### config.mk
export PLATFORM = sky130hd
export DESIGN_NAME = tcp_tx_seg_sched
export DESIGN_NICKNAME = d
export VERILOG_FILES = /design/src/rtl/tcp_tx_seg_sched.sv
export SDC_FILE = /design/constraint.sdc
export NUM_CORES = 1
export LEC_CHECK = 0
export ABC_AREA = 0
export CAP_MARGIN = 5
export CORE_MARGIN = 2
export CORE_UTILIZATION = 40
export DETAILED_ROUTE_END_ITERATION = 8
export GPL_ROUTABILITY_DRIVEN = 0
export PLACE_DENSITY = 0.59
export SLEW_MARGIN = 40
export SYNTH_ARGS = -nofsm -noshare
export SYNTH_HDL_FRONTEND = slang
export SYNTH_SLANG_ARGS = --single-unit
### constraint.sdc
create_clock -name clk -period 4.7 [get_ports clk]
set_input_delay 0.705 -clock clk [delete_from_list [all_inputs] [get_ports clk]]
set_output_delay 0.705 -clock clk [all_outputs]
set_load 0.005 [all_outputs]
### src/rtl/tcp_tx_seg_sched.sv
// Transmit segment scheduler: tracks per-flow send/lead pointers, round-robins
// among flows with unsent payload and issues one segment command per handshake.
module tcp_tx_seg_sched #(
  parameter int PTR_W         = 15,
  parameter int FLOWID_W      = 3,
  parameter int MAX_SEG_BYTES = 1024
) (
  input  logic                clk,
  input  logic                rst,
  input  logic                app_sched_lead_upd_val,
  input  logic [FLOWID_W-1:0] app_sched_lead_upd_flowid,
  input  logic [PTR_W:0]      app_sched_lead_upd_ptr,
  input  logic                init_sched_val,
  input  logic [FLOWID_W-1:0] init_sched_flowid,
  input  logic [PTR_W:0]      init_sched_ptr,
  output logic                sched_init_rdy,
  output logic                sched_tx_seg_val,
  output logic [FLOWID_W-1:0] sched_tx_seg_flowid,
  output logic [PTR_W:0]      sched_tx_seg_start_ptr,
  output logic [PTR_W:0]      sched_tx_seg_len,
  input  logic                tx_sched_seg_rdy
);

  localparam int NUM_FLOWS = 1 << FLOWID_W;
  localparam int PW        = PTR_W + 1;
  localparam logic [PTR_W:0] MAX_LEN = PW'(MAX_SEG_BYTES);
  localparam logic [PTR_W:0] MIN_BLK = PW'(32);

  typedef enum logic [1:0] {IDLE, CALC, SEND} state_t;

  state_t                state_q, state_d;
  logic [FLOWID_W-1:0]   cur_q, cur_d;
  logic [FLOWID_W-1:0]   last_grant_q, last_grant_d;
  logic [FLOWID_W-1:0]   cmd_flow_q, cmd_flow_d;
  logic [PTR_W:0]        cmd_start_q, cmd_start_d;
  logic [PTR_W:0]        cmd_len_q, cmd_len_d;
  logic [PTR_W:0]        send_q [NUM_FLOWS];
  logic [PTR_W:0]        lead_q [NUM_FLOWS];

  logic [NUM_FLOWS-1:0]  pending;
  logic                  grant_found;
  logic [FLOWID_W-1:0]   grant_flow;
  logic [FLOWID_W-1:0]   search_idx;
  logic [PTR_W:0]        calc_diff;
  logic [PTR_W:0]        calc_len;
  logic                  init_acc;
  logic                  advance;

  // Lengths of 32 bytes or more are rounded down to a 32-byte multiple.
  function automatic logic [PTR_W:0] seg_len(input logic [PTR_W:0] diff);
    if (diff > MAX_LEN)
      return MAX_LEN;
    else if (diff < MIN_BLK)
      return diff;
    else
      return {diff[PTR_W:5], 5'b0};
  endfunction

  always_comb begin
    pending = '0;
    for (int f = 0; f < NUM_FLOWS; f++)
      pending[f] = (lead_q[f] != send_q[f]);
  end

  // Round-robin search starting just after the last granted flow.
  always_comb begin
    grant_found = 1'b0;
    grant_flow  = last_grant_q;
    search_idx  = last_grant_q;
    for (int i = 1; i <= NUM_FLOWS; i++) begin
      search_idx = last_grant_q + i[FLOWID_W-1:0];
      if (!grant_found && pending[search_idx]) begin
        grant_found = 1'b1;
        grant_flow  = search_idx;
      end
    end
  end

  assign calc_diff = lead_q[cur_q] - send_q[cur_q];
  assign calc_len  = seg_len(calc_diff);
  assign init_acc  = init_sched_val && (state_q == IDLE);

  always_comb begin
    state_d      = state_q;
    cur_d        = cur_q;
    last_grant_d = last_grant_q;
    cmd_flow_d   = cmd_flow_q;
    cmd_start_d  = cmd_start_q;
    cmd_len_d    = cmd_len_q;
    advance      = 1'b0;
    case (state_q)
      IDLE: begin
        if (grant_found) begin
          cur_d        = grant_flow;
          last_grant_d = grant_flow;
          state_d      = CALC;
        end
      end
      CALC: begin
        if (calc_len == '0) begin
          state_d = IDLE;
        end else begin
          cmd_flow_d  = cur_q;
          cmd_start_d = send_q[cur_q];
          cmd_len_d   = calc_len;
          state_d     = SEND;
        end
      end
      SEND: begin
        if (tx_sched_seg_rdy) begin
          advance = 1'b1;
          state_d = IDLE;
        end
      end
      default: state_d = IDLE;
    endcase
  end

  always_ff @(posedge clk) begin
    if (rst) begin
      state_q      <= IDLE;
      cur_q        <= '0;
      last_grant_q <= FLOWID_W'(NUM_FLOWS - 1);
      cmd_flow_q   <= '0;
      cmd_start_q  <= '0;
      cmd_len_q    <= '0;
    end else begin
      state_q      <= state_d;
      cur_q        <= cur_d;
      last_grant_q <= last_grant_d;
      cmd_flow_q   <= cmd_flow_d;
      cmd_start_q  <= cmd_start_d;
      cmd_len_q    <= cmd_len_d;
    end
  end

  // Init is written last so it overrides a same-cycle lead update.
  always_ff @(posedge clk) begin
    if (rst) begin
      for (int f = 0; f < NUM_FLOWS; f++) begin
        send_q[f] <= '0;
        lead_q[f] <= '0;
      end
    end else begin
      for (int f = 0; f < NUM_FLOWS; f++) begin
        if (advance && (cur_q == FLOWID_W'(f)))
          send_q[f] <= send_q[f] + cmd_len_q;
        if (app_sched_lead_upd_val && (app_sched_lead_upd_flowid == FLOWID_W'(f)))
          lead_q[f] <= app_sched_lead_upd_ptr;
        if (init_acc && (init_sched_flowid == FLOWID_W'(f))) begin
          send_q[f] <= init_sched_ptr;
          lead_q[f] <= init_sched_ptr;
        end
      end
    end
  end

  assign sched_init_rdy         = (state_q == IDLE);
  assign sched_tx_seg_val       = (state_q == SEND);
  assign sched_tx_seg_flowid    = cmd_flow_q;
  assign sched_tx_seg_start_ptr = cmd_start_q;
  assign sched_tx_seg_len       = cmd_len_q;

endmodule

Yosys cells after proc, flatten, opt, wreduce, memory -nomap -nowiden
Memory sizes are Yosys's and may differ from the RTL's. A register that Yosys moved wholly into a read port is not among the register bits.
Cells that the tools add are included.
{"block": "op_classes", "n_addsub": 16, "n_mul": 0, "div_mod_pow": 0, "magnitude_cmp": 10, "eq_ne": 33, "n_shift": 0, "muxes": 150, "n_bitwise": 33, "n_reduce_logical": 47}
{"operator": "two-way mux 16 bit", "count": 33}
{"operator": "adder 16 bit", "count": 8}
{"operator": "inequality test 16 bit", "count": 8}
{"operator": "two-way mux 1 bit", "count": 92}
{"operator": "equality test 3 bit, second input constant", "count": 12}
{"operator": "two-way mux 3 bit", "count": 12}
{"operator": "logical AND 1 bit", "count": 32}
{"operator": "< comparator 3 x 4 -> 1 bit, second input constant", "count": 8}
{"operator": "bitwise OR 1 bit", "count": 32}
{"operator": "binary-select mux 1 bit (select 3 bit)", "count": 8}
{"operator": "equality test 3 x 2 -> 1 bit, second input constant", "count": 6}
{"operator": "> comparator 16 x 11 -> 1 bit, second input constant", "count": 1}
{"operator": "zero test 16 bit", "count": 1}
{"operator": "< comparator 16 x 6 -> 1 bit, second input constant", "count": 1}
{"operator": "subtractor 16 bit", "count": 1}
{"operator": "adder 3 bit, second input constant", "count": 4}
{"operator": "equality test 3 x 1 -> 1 bit, second input constant", "count": 3}
{"operator": "zero test 3 bit", "count": 3}
{"operator": "zero test 1 bit", "count": 7}
{"operator": "adder 3 x 2 -> 3 bit, second input constant", "count": 2}
{"operator": "two-way mux 2 bit", "count": 3}
{"operator": "one-hot mux 2 bit (3 select lines)", "count": 1}
{"operator": "AND reduction 2 bit", "count": 3}
{"operator": "two-way mux 5 bit", "count": 1}
{"operator": "other kinds (6)", "count": 7}
{"block": "word_totals", "regBits": 43, "latch_bits": 0, "ramBits": 256, "romBits": 0, "output_inout_bits": 37, "n_memories": 2}
{"memory": "lead_q", "words": 8, "width": 16, "read_ports": 9, "rd_ports_with_merged_regs": 1, "write_ports": 8, "line": "38", "rtl": "logic [PTR_W:0] lead_q [NUM_FLOWS];"}
{"memory": "send_q", "words": 8, "width": 16, "read_ports": 9, "rd_ports_with_merged_regs": 1, "write_ports": 8, "line": "37", "rtl": "logic [PTR_W:0] send_q [NUM_FLOWS];"}

Logic depth before layout (Yosys ltp)
{"block": "depth", "ltp_word": 28, "depth_mapped": 20, "ltp_nobuf": 16}

Worst setup path before layout
OpenSTA, ideal clock, no wires.
{"block": "synth_timing", "path_kind": "register to register", "start": "reg with a tool-made name", "end": "reg cmd_flow_q[0], in the netlist sched_tx_seg_flowid[0]", "setup_ns": 0.128, "t_arrival_ns": 4.667, "required_time_ns": 4.572, "path_slack_ns": -0.094, "stages_incl_launch_ff": 20, "period_less_slack_ns": 4.794, "cell_sequence": "dfxtp_1 buf_2 buf_1 clkbuf_1 mux4_2 mux2i_1 ha_1 inv_1 fa_1 a21o_1 a21oi_2 o21ai_1 a211o_1 a2111oi_0 o41ai_1 and4bb_4 a21oi_4 buf_4 mux2i_1 nor2_1"}
{"item": "to (signal assigned)", "line": "131", "rtl": "cmd_flow_q <= cmd_flow_d;"}
{"item": "to (decl)", "line": "34", "rtl": "logic [FLOWID_W-1:0] cmd_flow_q, cmd_flow_d;"}

==> flow_summary.ini <==
[yosys]
synth_top_flop_cell = edfxtp_1
seq_area_frac_synth_pct = 38.9
synth-edff-count = 256
ys_types = 81
netlist_area_um2 = 22100
yosys_register_bits = 302
synth-async-reset-ratio_pct = 0
ys_warn_count = 0
synth_cells = 2223
synth_nets = 2412
syn-mean-instance-area_um2 = 9.96

[routing]
routed_wl_um = 79600
wl_per_cell_um = 26.2
drc = 0
num_vias = 18700
routed_via_density = 6.16
drt_iter0_drc = 2293
ant_nets = 0
first_pass_iters = 6

[final_layout]
final_nets = 2497
seqCellArea_um2 = 8620
multi_input_area_um2 = 12900
drive_above_1_share_pct = 12.8
fin_cells = 3040
stdcell_area_um2 = 25300
fillCellCount = 5113
n_antenna_cell = 0
area_growth_syn_to_layout_pct = 14.3

[timing]
timing.final.crit_share_pct = 96.7
maxSlewHeadroom_pct = 35.4
tightest_slew_ps = 960
finalSetupViolCount = 0
finalHoldViolCount = 0
post-route-min-period_ps = 4540
whs_ps = 475
clock_skew_ps = 37.1
timing.final.ws_setup_ps = 156
max_clock_freq_mhz = 220
slew_viol_final = 0

[die]
die_w_um = 239
core_area_um2 = 54900
num_io_pins = 80
start_util_pct = 40.3
dieArea_um2 = 57200
rows = 86
die_y_um = 239

[power]
pwr-share-seq_pct = 34.0
comb_power_share_pct = 36.7
ir_worst_vdd_uv = 276
power_mw = 9.97
p_int_mw = 6.41
clockPowerShare_pct = 29.3
leakage_nw = 10.4
netSwitchingPower_mw = 3.55
power_density_nw_per_um2 = 394
p_sw_share_pct = 35.6

[placed_design]
hpwl_um = 62400
post_dp_cell_area_um2 = 24000
place_ws_ps = 41.2
port_buffers = 79
dp.cells = 2967

[clocking]
cts-root-buf = clkbuf_16
clockBufferDepth = 3
hold_buffers = 0
clock_latency_ps = 570
cts_max_level = 2
clock_sinks = 302
clkTransAtPathRegs_ps = 60
cts_buffers = 37
cts_tree = done

[critical_path]
timing.critical_path.buf_inv = 3
crit_required_ps = 5150
cp.arrival_ps = 4990
crit_chain = buf_4 -> mux4_2 -> mux2_2 -> ha_1 -> nor2b_1 -> o2111ai_1 -> a31oi_1 -> o211a_1 -> o21ai_1 -> a211o_1 -> a211oi_2 -> and4bb_4 -> a21oi_4 -> buf_12 -> buf_12 -> nor2_1 -> a211oi_2
cp_max_fo = 28
cp_top_family = compound AO/OA/AOI/OAI gates
cp-end-kind = flop
start_kind = flop
max_stage_delay_ps = 530
crit_type = reg -> reg
critical_path.slowest_cell = mux4_2

[global_route]
gr-total-overflow = 0
grtUsageMet3_pct = 4.87
top_usage_layer = met2
grt_max_degree = 64
grt_use_total_pct = 27.6
grt_use_met2_pct = 43.1
grt_pass1_wl_um = 116000
grt_util_met1_pct = 38.5
first_global_vias = 18000
antenna_found_initial = 0

[status]
status = complete, no violations

[min_path]
hp-class = reg -> reg

[flow_run]
cap_violations = 0
==> power by group through the flow <==
stage	Sequential, mW	Clock [mW]	Combinational [mW]
global route	3.41	3.03	3.92
global placement	3.44	0	3.44
finish	3.39	2.92	3.66
floorplan	3.29	0	2.55
detailed placement	3.45	0	3.49
CTS	3.39	2.93	3.51
==> cells in the mapped netlist, drive strengths merged, types with 36 or more instances <==
library cell | instances | area (µm²)
nor4 | 42 | 325
mux4 | 75 | 1700
o21ai | 184 | 925
nor2 | 125 | 469
nand2 | 394 | 1480
a21oi | 81 | 420
nor3 | 44 | 220
nand3 | 37 | 185
edfxtp | 256 | 7690
inv | 83 | 312
ha | 137 | 1710
dfxtp | 46 | 921
a22o | 36 | 315
xnor2 | 64 | 561
xor2 | 167 | 1460
clkbuf | 83 | 337
==> through the flow <==
| stage | setup TNS (ps) | util [%] |
|---|---|---|
| 2_1_floorplan | 0 | - |
| 3_3_place_gp | 0 | 43.7 |
| 3_5_place_dp | 0 | 43.7 |
| 4_1_cts | 0 | 45.9 |
| 5_1_grt | -181 | 46.1 |
| 6_report | 0 | 46.1 |
==> cell families after synthesis <==
logic type	Yosys count	synth area share [%]
simple gates	760	15.7
compound gates	471	14.2
flops	302	38.9
xor+xnor	231	9.14
buf+inv	187	3.38
fa+ha+maj	146	8.56
mux	126	10.2
==> cells in the final DEF (no fill, tap or decap), drive strengths merged, types with 64 or more instances in the layout <==
cell             n
edfxtp         256
ha             137
inv             83
nand2          394
nor2           125
buf             71
a21oi           81
mux4            75
clkdlybuf4s50   77
o21ai          184
xor2           167
xnor2           64
==> routing by layer <==
metal	vias to the layer above	wire, µm
li1	8381	-
met1	9112	33400
met2	1037	35400
met3	191	7790
met4	0	2960
met5	-	0
==> path summary, 6_finish.rpt <==
kind                  startpoint                   endpoint  slack (ps)  cells after the start
max                         flop  sched_tx_seg_start_ptr[1]         160                     17
min          sched_tx_seg_len[8]        sched_tx_seg_len[8]         470                      2
max reg2reg                 flop  sched_tx_seg_start_ptr[1]         160                     17
min reg2reg  sched_tx_seg_len[8]        sched_tx_seg_len[8]         470                      2
==> worst register-to-register path: cells and delay by family (launching register included) <==
kind	cells	cell delay, ps
adder cells (fa/ha/maj)	1	270
flip-flops	1	420
buffers and inverters	3	580
AND/OR/NAND/NOR	3	550
multiplexers	2	840
AO/OA/AOI/OAI	8	1760
==> layout make-up <==
| type | count | area share [%] |
|---|---|---|
| Multi-Input combinational cell | 1734 | 51.1 |
| Sequential cell | 302 | 34.1 |
| Timing Repair Buffer | 148 | 5.31 |
| Clock buffer | 55 | 4.25 |
| Tap cell | 704 | 3.48 |
| Inverter | 85 | 1.26 |
| Clock inverter | 12 | 0.495 |
==> registers in the layout, indices dropped and copies added (netlist names), named ones only <==
| register | cells |
|---|---|
| lead_q | 128 |
| sched_tx_seg_len | 16 |
| last_grant_q | 3 |
| sched_tx_seg_flowid | 3 |
| cur_q | 3 |
| sched_tx_seg_start_ptr | 16 |
| state_q | 2 |
| send_q | 128 |
==> what timing repair did <==
action | in CTS | in global routing
endpoints found under the setup margin | 0 | 35
gates resized for setup | 0 | 10
setup buffers | 0 | 6
Note: power is estimated with default switching activity, not from simulation.
